## src/rtl/uart_pkg.sv

```systemverilog
// Shared UART word/chunk definitions used by the transmit unpacker and the
// receive packer.
//   UART_WORD_W  : default parallel word width
//   UART_CHUNK_W : default serialised chunk width
//   state_t      : unpacker FSM state
package uart_pkg;

    localparam int unsigned UART_WORD_W  = 16;
    localparam int unsigned UART_CHUNK_W = 4;

    typedef enum logic [0:0] {
        EMPTY    = 1'b0,
        SHIFTING = 1'b1
    } state_t;

endpackage : uart_pkg

```

## src/rtl/uart_word_unpacker.sv

```systemverilog
// Splits a parallel word from the core into OUTPUT_SIZE-bit chunks for the
// UART transmitter, MSB chunk first. A one-word holding register lets the
// next word be loaded while the current one shifts out, so consecutive words
// stream without a bubble.
// Ports:
//   clk, rst_n        : clock (rising edge), async active-low reset
//   data_in, in_valid : word from core; taken when in_valid && in_ready
//   in_ready          : a word can be accepted this cycle (registered)
//   data_out          : current chunk (top slice of the shifter)
//   out_valid         : data_out valid; consumed when out_valid && out_ready
//   out_ready         : transmitter consumes data_out this cycle
//   word_done         : one-cycle pulse after the last chunk of a word is consumed
//   busy              : shifter or holding register occupied
module uart_word_unpacker
    import uart_pkg::*;
#(
    parameter int unsigned INPUT_SIZE  = UART_WORD_W,
    parameter int unsigned OUTPUT_SIZE = UART_CHUNK_W
) (
    input  logic                   clk,
    input  logic                   rst_n,
    input  logic [INPUT_SIZE-1:0]  data_in,
    input  logic                   in_valid,
    output logic                   in_ready,
    output logic [OUTPUT_SIZE-1:0] data_out,
    output logic                   out_valid,
    input  logic                   out_ready,
    output logic                   word_done,
    output logic                   busy
);

    localparam int unsigned CHUNKS = INPUT_SIZE / OUTPUT_SIZE;
    localparam int unsigned CNT_W  = (CHUNKS > 1) ? $clog2(CHUNKS) : 1;
    localparam logic [CNT_W-1:0] LAST_CNT = CNT_W'(CHUNKS - 1);

    // Reject geometries where the word does not split into whole chunks.
    if ((INPUT_SIZE % OUTPUT_SIZE) != 0 || CHUNKS < 1) begin : g_bad_cfg
        $error("uart_word_unpacker: INPUT_SIZE must be a non-zero multiple of OUTPUT_SIZE");
    end

    state_t                  state, state_n;
    logic [INPUT_SIZE-1:0]   sreg, sreg_n;
    logic [INPUT_SIZE-1:0]   hreg, hreg_n;
    logic [CNT_W-1:0]        cnt, cnt_n;
    logic                    hold_full, hold_full_n;
    logic                    in_ready_n, out_valid_n, word_done_n, busy_n;
    logic                    accept_c, consume_c, last_c;

    assign accept_c  = in_valid && in_ready;
    assign consume_c = out_valid && out_ready;
    assign last_c    = consume_c && (cnt == '0);

    // Chunk output is the top slice of the registered shifter.
    assign data_out = sreg[INPUT_SIZE-1 -: OUTPUT_SIZE];

    // State and datapath registers.
    always_ff @(posedge clk or negedge rst_n) begin
        if (!rst_n) begin
            state     <= EMPTY;
            sreg      <= '0;
            hreg      <= '0;
            cnt       <= '0;
            hold_full <= 1'b0;
            in_ready  <= 1'b0;
            out_valid <= 1'b0;
            word_done <= 1'b0;
            busy      <= 1'b0;
        end else begin
            state     <= state_n;
            sreg      <= sreg_n;
            hreg      <= hreg_n;
            cnt       <= cnt_n;
            hold_full <= hold_full_n;
            in_ready  <= in_ready_n;
            out_valid <= out_valid_n;
            word_done <= word_done_n;
            busy      <= busy_n;
        end
    end

    // Next-state, datapath and output decode.
    always_comb begin
        state_n     = state;
        sreg_n      = sreg;
        hreg_n      = hreg;
        cnt_n       = cnt;
        hold_full_n = hold_full;
        word_done_n = 1'b0;

        unique case (state)
            EMPTY: begin
                if (accept_c) begin
                    sreg_n  = data_in;
                    cnt_n   = LAST_CNT;
                    state_n = SHIFTING;
                end
            end

            SHIFTING: begin
                if (consume_c && !last_c) begin
                    sreg_n = sreg << OUTPUT_SIZE;
                    cnt_n  = cnt - CNT_W'(1);
                end

                if (last_c) begin
                    word_done_n = 1'b1;
                    if (hold_full) begin
                        // Drain the hold register; a same-edge word refills it.
                        sreg_n      = hreg;
                        cnt_n       = LAST_CNT;
                        hold_full_n = 1'b0;
                        if (accept_c) begin
                            hreg_n      = data_in;
                            hold_full_n = 1'b1;
                        end
                    end else if (accept_c) begin
                        // Bypass the hold register when it is empty.
                        sreg_n = data_in;
                        cnt_n  = LAST_CNT;
                    end else begin
                        state_n = EMPTY;
                    end
                end else if (accept_c) begin
                    hreg_n      = data_in;
                    hold_full_n = 1'b1;
                end
            end

            default: state_n = EMPTY;
        endcase

        in_ready_n  = !hold_full_n;
        out_valid_n = (state_n == SHIFTING);
        busy_n      = (state_n == SHIFTING) || hold_full_n;
    end

endmodule : uart_word_unpacker

```

## config.mk

```make
export PLATFORM = sky130hd
export DESIGN_NAME = uart_word_unpacker
export DESIGN_NICKNAME = d
export VERILOG_FILES = /design/src/rtl/uart_pkg.sv /design/src/rtl/uart_word_unpacker.sv
export SDC_FILE = /design/constraint.sdc
export NUM_CORES = 1
export LEC_CHECK = 0
export CAP_MARGIN = 10
export CORE_ASPECT_RATIO = 0.5
export CORE_MARGIN = 2
export CORE_UTILIZATION = 25
export CTS_BUF_LIST = sky130_fd_sc_hd__clkbuf_16
export DETAILED_ROUTE_END_ITERATION = 6
export PLACE_DENSITY = 0.54
export SLEW_MARGIN = 30
export SYNTH_ARGS = -nofsm -noshare
export SYNTH_HDL_FRONTEND = slang
export SYNTH_SLANG_ARGS = --single-unit
export TNS_END_PERCENT = 20
```

## constraint.sdc

```tcl
create_clock -name clk -period 2.4 [get_ports clk]
set_input_delay 0.36 -clock clk [delete_from_list [all_inputs] [get_ports clk]]
set_output_delay 0.36 -clock clk [all_outputs]
set_load 0.01 [all_outputs]
```

* Word level (Yosys, flattened, before mapping)
Index checks and enable logic that the tools add are counted.
** Operators by class
- Add/sub/neg operators :: 1
- Equal/unequal tests :: 2
- Mux-type cells :: 25
- Bitwise gates (word level) :: 1
- Reduce and logical (&&, ||, !) cells :: 9
** Operators with widths (number)
- $mux 16 :: 8
- $pmux 16 s2 :: 1
- $mux 2 :: 5
- $mux 1 :: 9
- $logic_and 1x1->1 :: 4
- $ne 2x2->1 const B :: 2
- $pmux 2 s2 :: 1
- $logic_not 1->1 :: 2
- $logic_not 2->1 :: 1
- $pmux 1 s2 :: 1
- $reduce_and 2->1 :: 1
- $sub 2x1->2 const B :: 1
- $logic_or 1x1->1 :: 1
- $not 1->1 :: 1
** Word-level totals
- Flip-flop bits (word level) :: 39
- Input port bits :: 20
- Logic and storage cells :: 46

* Depth between registers and ports, before layout
Gate-level depths: netlist of run 1.
- Depth after elaboration :: 9
- Gate-level depth with buffers :: 8
- Gate-level depth less buffers :: 6

* Worst setup path before layout of run 1
No wires, ideal clock.
- Kind :: flip-flop to flip-flop
- From :: register cnt[0]
- To :: register sreg[10]
- Library setup time :: 142 ps
- Arrival :: 1450 ps
- Slack :: 808 ps
- Stages on the path, launching flop included :: 9
- Period minus slack after synthesis :: 1592 ps
- Cells stage by stage :: dfrtp_1 -> inv_1 -> ha_1 -> and3_1 -> buf_6 -> and2_4 -> buf_6 -> a22oi_1 -> o221ai_1
** On the way
- Cells in the longest elaborated chain, start to end :: 9
** RTL lines
- start, declared :: line uart_word_unpacker.sv:44 : logic [CNT_W-1:0] cnt, cnt_n;
- start signal, assigned :: line uart_word_unpacker.sv:72 : cnt <= cnt_n;
- $logic_not 2->1 * :: line uart_word_unpacker.sv:51 : assign last_c = consume_c && (cnt == '0);
- $logic_and 1x1->1 * :: line uart_word_unpacker.sv:51
- $logic_not 1->1 :: line uart_word_unpacker.sv:100 : if (consume_c && !last_c) begin
- $logic_and 1x1->1 :: line uart_word_unpacker.sv:100
- $mux 16 :: line uart_word_unpacker.sv:100
- $mux 16 :: line uart_word_unpacker.sv:116 : end else if (accept_c) begin
- $mux 16 :: line uart_word_unpacker.sv:107 : if (hold_full) begin
- $mux 16 * :: line uart_word_unpacker.sv:105 : if (last_c) begin
- $pmux 16 s2 * :: line uart_word_unpacker.sv:90 : unique case (state)
- end signal, assigned :: line uart_word_unpacker.sv:70 : sreg <= sreg_n;
- end, declared :: line uart_word_unpacker.sv:42 : logic [INPUT_SIZE-1:0] sreg, sreg_n;
Mark *: on every way between the ends. The rest lies on a longest branch, timed or not.
A chain may end at the register's enable or synchronous reset.

==> results of run 1 <==
[kinds of logic (layout without fill, tap and decap cells)]
logic type / Yosys count / count (layout) / share of synthesized area
multiplexers: 28 / 28 / 0.170
AND/OR/NAND/NOR: 32 / 32 / 0.0999
AO/OA/AOI/OAI: 36 / 36 / 0.146
flip-flops: 39 / 39 / 0.503
buffers and inverters: 22 / 48 / 0.0754
adder cells (fa/ha/maj): 1 / 1 / 0.00644
[registers in the layout, summed over array words and instances, names as in the netlist]
signal     count
busy           1
state          1
cnt            2
hold_full      1
hreg          16
in_ready       1
sreg          16
word_done      1
[final cells by class]
type	instances	area, um2
inverters	11	41.3
well taps	96	120
multi-input cells	97	820
clock inverters	3	38.8
fillers	738	5030
flip-flops and latches	39	976
repair buffers	29	283
clock buffers	5	125
[per-stage QoR]
| stage | power, mW | setup WS, ps | cell area [um2] |
|---|---|---|---|
| after CTS | 2.84 | 589 | 2400 |
| after detailed placement | 2.09 | 417 | 2240 |
| after floorplan | 1.84 | 808 | 1940 |
| after global placement | 2.05 | 430 | 2240 |
| final | 2.82 | 594 | 2400 |
| after global routing | 3.00 | 534 | 2400 |
[power by group]
group | switching, mW | internal (mW)
combinational | 0.418 | 0.526
clock | 0.252 | 0.484
sequential | 0.198 | 0.937
[metal layers]
metal  global-route usage  routed length, um  vias to the layer above
met5                    0                  0                        -
met2                0.169               1950                       30
met3               0.0324                178                        2
li1                     -                  -                      631
met1                0.138               2040                      701
met4               0.0421                 27                        0
[Yosys cell counts, drive strengths merged]
| library cell | instances | area share |
|---|---|---|
| clkbuf | 2 | 0.0090 |
| o22ai | 1 | 0.0032 |
| and2 | 4 | 0.015 |
| mux2i | 12 | 0.062 |
| mux2 | 16 | 0.11 |
| nor3b | 1 | 0.0039 |
| o211ai | 3 | 0.012 |
| nand3b | 2 | 0.0077 |
| and3b | 1 | 0.0045 |
| dfrtp | 39 | 0.50 |
| a221o | 4 | 0.021 |
| nor2 | 2 | 0.0052 |
| a21o | 3 | 0.012 |
| o21ai | 2 | 0.0051 |
| and3 | 5 | 0.019 |
| o221ai | 9 | 0.041 |
| ha | 1 | 0.0064 |
| or2b | 1 | 0.0039 |
| a22oi | 13 | 0.050 |
| inv | 11 | 0.021 |
| buf | 9 | 0.045 |
| a21oi | 1 | 0.0026 |
| nand3 | 2 | 0.0052 |
| nand2 | 14 | 0.035 |
[cells in the final DEF (no fill, tap or decap), types with 2 or more instances in the layout]
| cell type | n |
|---|---|
| nand3_1 | 2 |
| mux2_4 | 8 |
| clkbuf_16 | 5 |
| and2_1 | 2 |
| inv_1 | 11 |
| nand2_1 | 13 |
| dfrtp_1 | 39 |
| a22oi_1 | 13 |
| and3_2 | 4 |
| o211ai_1 | 3 |
| clkdlybuf4s50_1 | 26 |
| o221ai_1 | 9 |
| and2_4 | 2 |
| mux2_2 | 8 |
| buf_4 | 3 |
| nand3b_1 | 2 |
| mux2i_1 | 12 |
| a21o_1 | 3 |
| a221o_1 | 4 |
[worst max-delay path by stage]
stage               slack, ps                    to               start  cells past startpoint
finish                    590             out_valid     state$_DFF_PN0_                      1
global placement          430   sreg[0]$_DFFE_PN0P_            in_valid                      4
floorplan                 810  sreg[10]$_DFFE_PN0P_  cnt[0]$_DFFE_PN0P_                      8
global route              530             out_valid     state$_DFF_PN0_                      1
detailed placement        420   sreg[0]$_DFFE_PN0P_            in_valid                      4
CTS                       590             out_valid     state$_DFF_PN0_                      1
==> flow_metrics.py, run 1 <==
metrics = {
    "status": {
        "outcome": "completed",
    },
    "sta": {
        "slew_headroom": 0.648,
        "final_hold_viol_count": 0,
        "rsz0062_at_grt": "false",
        "max_freq_ghz": 0.554,
        "period_needed_ps": 1810,
        "finalHoldWorstSlack_ps": 46.8,
        "tns_ps": 0,
        "fin_worst_skew_ps": 3.88,
        "worst_slew_pin_slew_ps": 527,
        "setup_viol": 0,
        "maxSlewViolCount": 0,
        "post-route-period-util": 0.753,
    },
    "clock_tree": {
        "post_cts.repair.setup_buffers": 0,
        "cts.sinks": 39,
        "ctsResizeCount": 0,
        "cts_root_buffer": "clkbuf_16",
        "clock_latency_ps": 280,
        "cts_hold_buffers": 0,
        "clock_path_buffers": 2,
        "ctsHtreeMaxLevel": 2,
        "cts_tree": "done",
        "clkSlewWorstSetupHoldPaths_ps": 60,
        "cts_buffers": 5,
    },
    "die": {
        "rows": 22,
        "ioPinCount": 28,
        "die_w_um": 129,
        "die_y_um": 66.3,
        "core-area_um2": 7430,
        "die_area_um2": 8530,
        "start_util": 0.261,
    },
    "global_routing": {
        "grt_pass1_vias": 1382,
        "antenna_found_initial": 0,
        "grt_max_degree": 40,
        "grt_first_pass_wirelength_um": 6940,
        "grt_overflow": 0,
        "grt_util_all_layers": 0.107,
    },
    "worst_setup_path": {
        "cp.arrival_ps": 1450,
        "cp_top_family": "buffers and inverters",
        "r2r_setup_slack_ps": 740,
        "endpoint_kind": "primary output",
        "crit_buf_inv": 1,
        "worstPathMaxFanout": 12,
        "ff2ff_path_depth": 6,
        "worstSetupStartpointType": "flip-flop",
        "worstPathCellList": "clkdlybuf4s50_1",
        "crit_type": "reg2out",
        "cp_data_required_time_ps": 2040,
        "timing.rr.end": "sreg[7]$_DFFE_PN0P_",
        "r2r_start": "cnt[0]$_DFFE_PN0P_",
        "max_stage_delay_ps": 610,
        "cp_slowest_cell": "clkdlybuf4s50_1",
    },
    "cells_and_area": {
        "fin_util": 0.323,
        "drive_gt1_frac": 0.185,
        "stdcell_count": 280,
        "diodes": 0,
        "finalNetCount": 204,
        "area_growth_pct": 23.8,
    },
    "routing": {
        "wirelength_um": 4190,
        "drcViolationCount": 0,
        "route.antenna.remaining_nets": 0,
        "vias": 1364,
        "wl_per_cell_um": 15.0,
        "drtPass1Iterations": 4,
        "viasPerCell": 4.87,
        "first_iter_violations": 110,
    },
    "logic_synthesis": {
        "synth-seq-cells": 39,
        "synthesis.instances": 158,
        "syn_avg_cell_area_um2": 12.3,
        "synth_warnings": 0,
        "synth_cell_types": 33,
        "synth_nets": 179,
        "syn_area_um2": 1940,
        "synth-seq-area-share": 0.503,
    },
    "placement": {
        "post-dp-hpwl_um": 2760,
        "port_buffers": 27,
        "gp_congestion": 0.728,
        "dpl.cell_count": 272,
    },
    "worst_hold_path": {
        "hp-class": "in2async",
    },
    "power_and_ir_drop": {
        "p_leak_nw": 1.08,
        "cellPowerDensity_nw_per_um2": 1170,
        "vdd_drop_max_mv": 0.263,
    },
    "flow_run": {
        "cap_violations": 0,
    },
}
No activity file was read; power rests on OpenSTA's default activity.
==> inputs of run 2 (changes only) <==
PLACE_DENSITY = 0.55   (was 0.54)
clock period = 1.6 ns   (was 2.4 ns; I/O delays follow)
==> run 2 against run 1 <==
- sequential cell count did not move
- setup slack got worse by 570 ps
- utilization rose by 2.5 points
- hold slack improved by 420 ps
- critical path depth rose by 6
- critical endpoint is now sreg[12]$_DFFE_PN0P_
- largest power group is now combinational logic
==> flow_metrics.py, run 2 (synthesis results as in run 1) <==
metrics = {
    "clock_tree": {
        "cts.sinks": 39,
        "clock_path_buffers": 2,
        "ctsHtreeMaxLevel": 2,
        "clock_latency_ps": 280,
        "cts_tree": "done",
        "post_cts.repair.setup_buffers": 0,
        "cts_buffers": 5,
        "clkSlewWorstSetupHoldPaths_ps": 60,
        "cts_root_buffer": "clkbuf_16",
    },
    "power_and_ir_drop": {
        "sw_frac_of_total": 0.315,
        "seqPwrFrac": 0.386,
        "switchingPower_mw": 1.38,
        "cellPowerDensity_nw_per_um2": 1680,
        "power_frac_comb": 0.400,
        "p_leak_nw": 1.19,
        "pwr-share-clk": 0.213,
        "vdd_drop_max_mv": 0.468,
        "intPower_mw": 2.99,
    },
    "die": {
        "die_w_um": 129,
        "die_area_um2": 8530,
        "core-area_um2": 7430,
        "ioPinCount": 28,
        "die_y_um": 66.3,
        "start_util": 0.261,
        "rows": 22,
    },
    "global_routing": {
        "grt_first_pass_wirelength_um": 7250,
        "grt_util_all_layers": 0.112,
        "grt_max_degree": 21,
        "grt_pass1_vias": 1431,
        "grt_overflow": 0,
        "antenna_found_initial": 0,
    },
    "sta": {
        "post-route-period-util": 0.987,
        "setup_ws_ps": 20.4,
        "final_hold_viol_count": 0,
        "period_needed_ps": 1580,
        "worst_slew_pin_slew_ps": 467,
        "slew_headroom": 0.689,
        "rsz0062_at_grt": "true",
        "max_freq_ghz": 0.633,
        "tns_ps": 0,
        "setup_viol": 0,
        "fin_worst_skew_ps": 9.22,
        "maxSlewViolCount": 0,
    },
    "placement": {
        "post-dp-hpwl_um": 3080,
        "port_buffers": 27,
        "dp_slack_ps": -143,
        "gp_congestion": 0.703,
    },
    "flow_run": {
        "cap_violations": 0,
    },
    "worst_setup_path": {
        "worstPathCellList": "inv_2, ha_4, buf_6, nand3b_1, buf_12, mux2i_1, o221ai_1",
        "worstPathMaxFanout": 7,
        "worstSetupStartpointType": "flip-flop",
        "endpoint_kind": "flip-flop",
        "crit_type": "reg2reg",
        "cp.arrival_ps": 1720,
        "crit_buf_inv": 3,
        "max_stage_delay_ps": 360,
        "cp_top_family": "buffers and inverters",
        "cp_data_required_time_ps": 1740,
        "cp_slowest_cell": "dfrtp_1",
    },
    "cells_and_area": {
        "finalNetCount": 223,
        "top_regs": "hreg: 16 flops, sreg: 16 flops, cnt: 2 flops",
        "layout_common_cells": "dfrtp_1 (38), clkdlybuf4s50_1 (26), buf_4 (16)",
        "area_growth_pct": 33.4,
        "drive_gt1_frac": 0.281,
        "fin_util": 0.349,
        "diodes": 0,
        "layout_commonest_cell": "dfrtp_1",
        "nFillCells": 736,
    },
    "routing": {
        "route.antenna.remaining_nets": 0,
        "viasPerCell": 4.78,
        "wirelength_um": 4500,
        "wl_per_cell_um": 15.1,
        "first_iter_violations": 65,
        "drtPass1Iterations": 4,
        "drcViolationCount": 0,
        "vias": 1429,
    },
    "status": {
        "outcome": "completed",
    },
    "worst_hold_path": {
        "hp-class": "in2async",
    },
}
## run 2: worst register-to-register path, cell delays in order, from the launching register on
cell and delay, ps:
dfrtp_1 360, inv_2 50, ha_4 170, buf_6 110, nand3b_1 260, buf_12 220, mux2i_1 150, o221ai_1 140
## run 2: stage by stage
stage	std cells	hold slack (ps)	power (mW)	area, um2
5_1_grt	299	513	4.65	2590
6_report	299	462	4.37	2590
4_1_cts	298	473	4.30	2550
3_5_place_dp	289	219	3.33	2390
2_1_floorplan	158	-55.6	2.76	1940
3_3_place_gp	289	213	3.28	2390
## run 2: layer usage
layer,vias to the layer above,GRT usage,share of wire
met1,729,0.140,0.48
li1,672,-,-
met2,20,0.190,0.47
met3,8,0.0291,0.030
met5,-,0,0
met4,0,0.0408,0.015
## run 2: final timing paths
kind                                           from              endpoint  slack (ps)  depth (start not counted)
worst max-delay path             cnt[0]$_DFFE_PN0P_  sreg[12]$_DFFE_PN0P_          20                          7
worst min-delay path                          rst_n   hreg[0]$_DFFE_PN0P_         460                          2
worst max register to register   cnt[0]$_DFFE_PN0P_  sreg[12]$_DFFE_PN0P_          20                          7
worst min register to register  hreg[0]$_DFFE_PN0P_   hreg[0]$_DFFE_PN0P_         500                          1
max in group asynchronous                     rst_n       state$_DFF_PN0_         660                          3
min in group clk                hreg[0]$_DFFE_PN0P_   hreg[0]$_DFFE_PN0P_         500                          1
## run 2: power by group through the flow
stage / sequential [mW] / combinational (mW) / clock (mW)
after floorplan: 1.62 / 1.15 / 0
after global placement: 1.67 / 1.61 / 0
after detailed placement: 1.69 / 1.65 / 0
after CTS: 1.68 / 1.68 / 0.945
after global routing: 1.75 / 1.91 / 0.994
final: 1.69 / 1.75 / 0.932
## run 2: cell type report
| cell class | instances | area (um2) | share of cell area |
|---|---|---|---|
| Clock buffer | 5 | 125 | 0.0483 |
| Clock inverter | 3 | 12.5 | 0.00483 |
| Inverter | 11 | 41.3 | 0.0159 |
| Multi-Input combinational cell | 97 | 843 | 0.325 |
| Sequential cell | 39 | 977 | 0.377 |
| Tap cell | 96 | 120 | 0.0464 |
| Timing Repair Buffer | 48 | 472 | 0.182 |
## run 2: repair_timing
| action | CTS | global route |
|---|---|---|
| gates resized for setup | 5 | 4 |
| hold buffers | 1 | 0 |
| pin swaps | 1 | 8 |
| hold endpoints to repair | 19 | 0 |
| gates cloned | 0 | 1 |
| endpoints found under the setup margin | 16 | 32 |
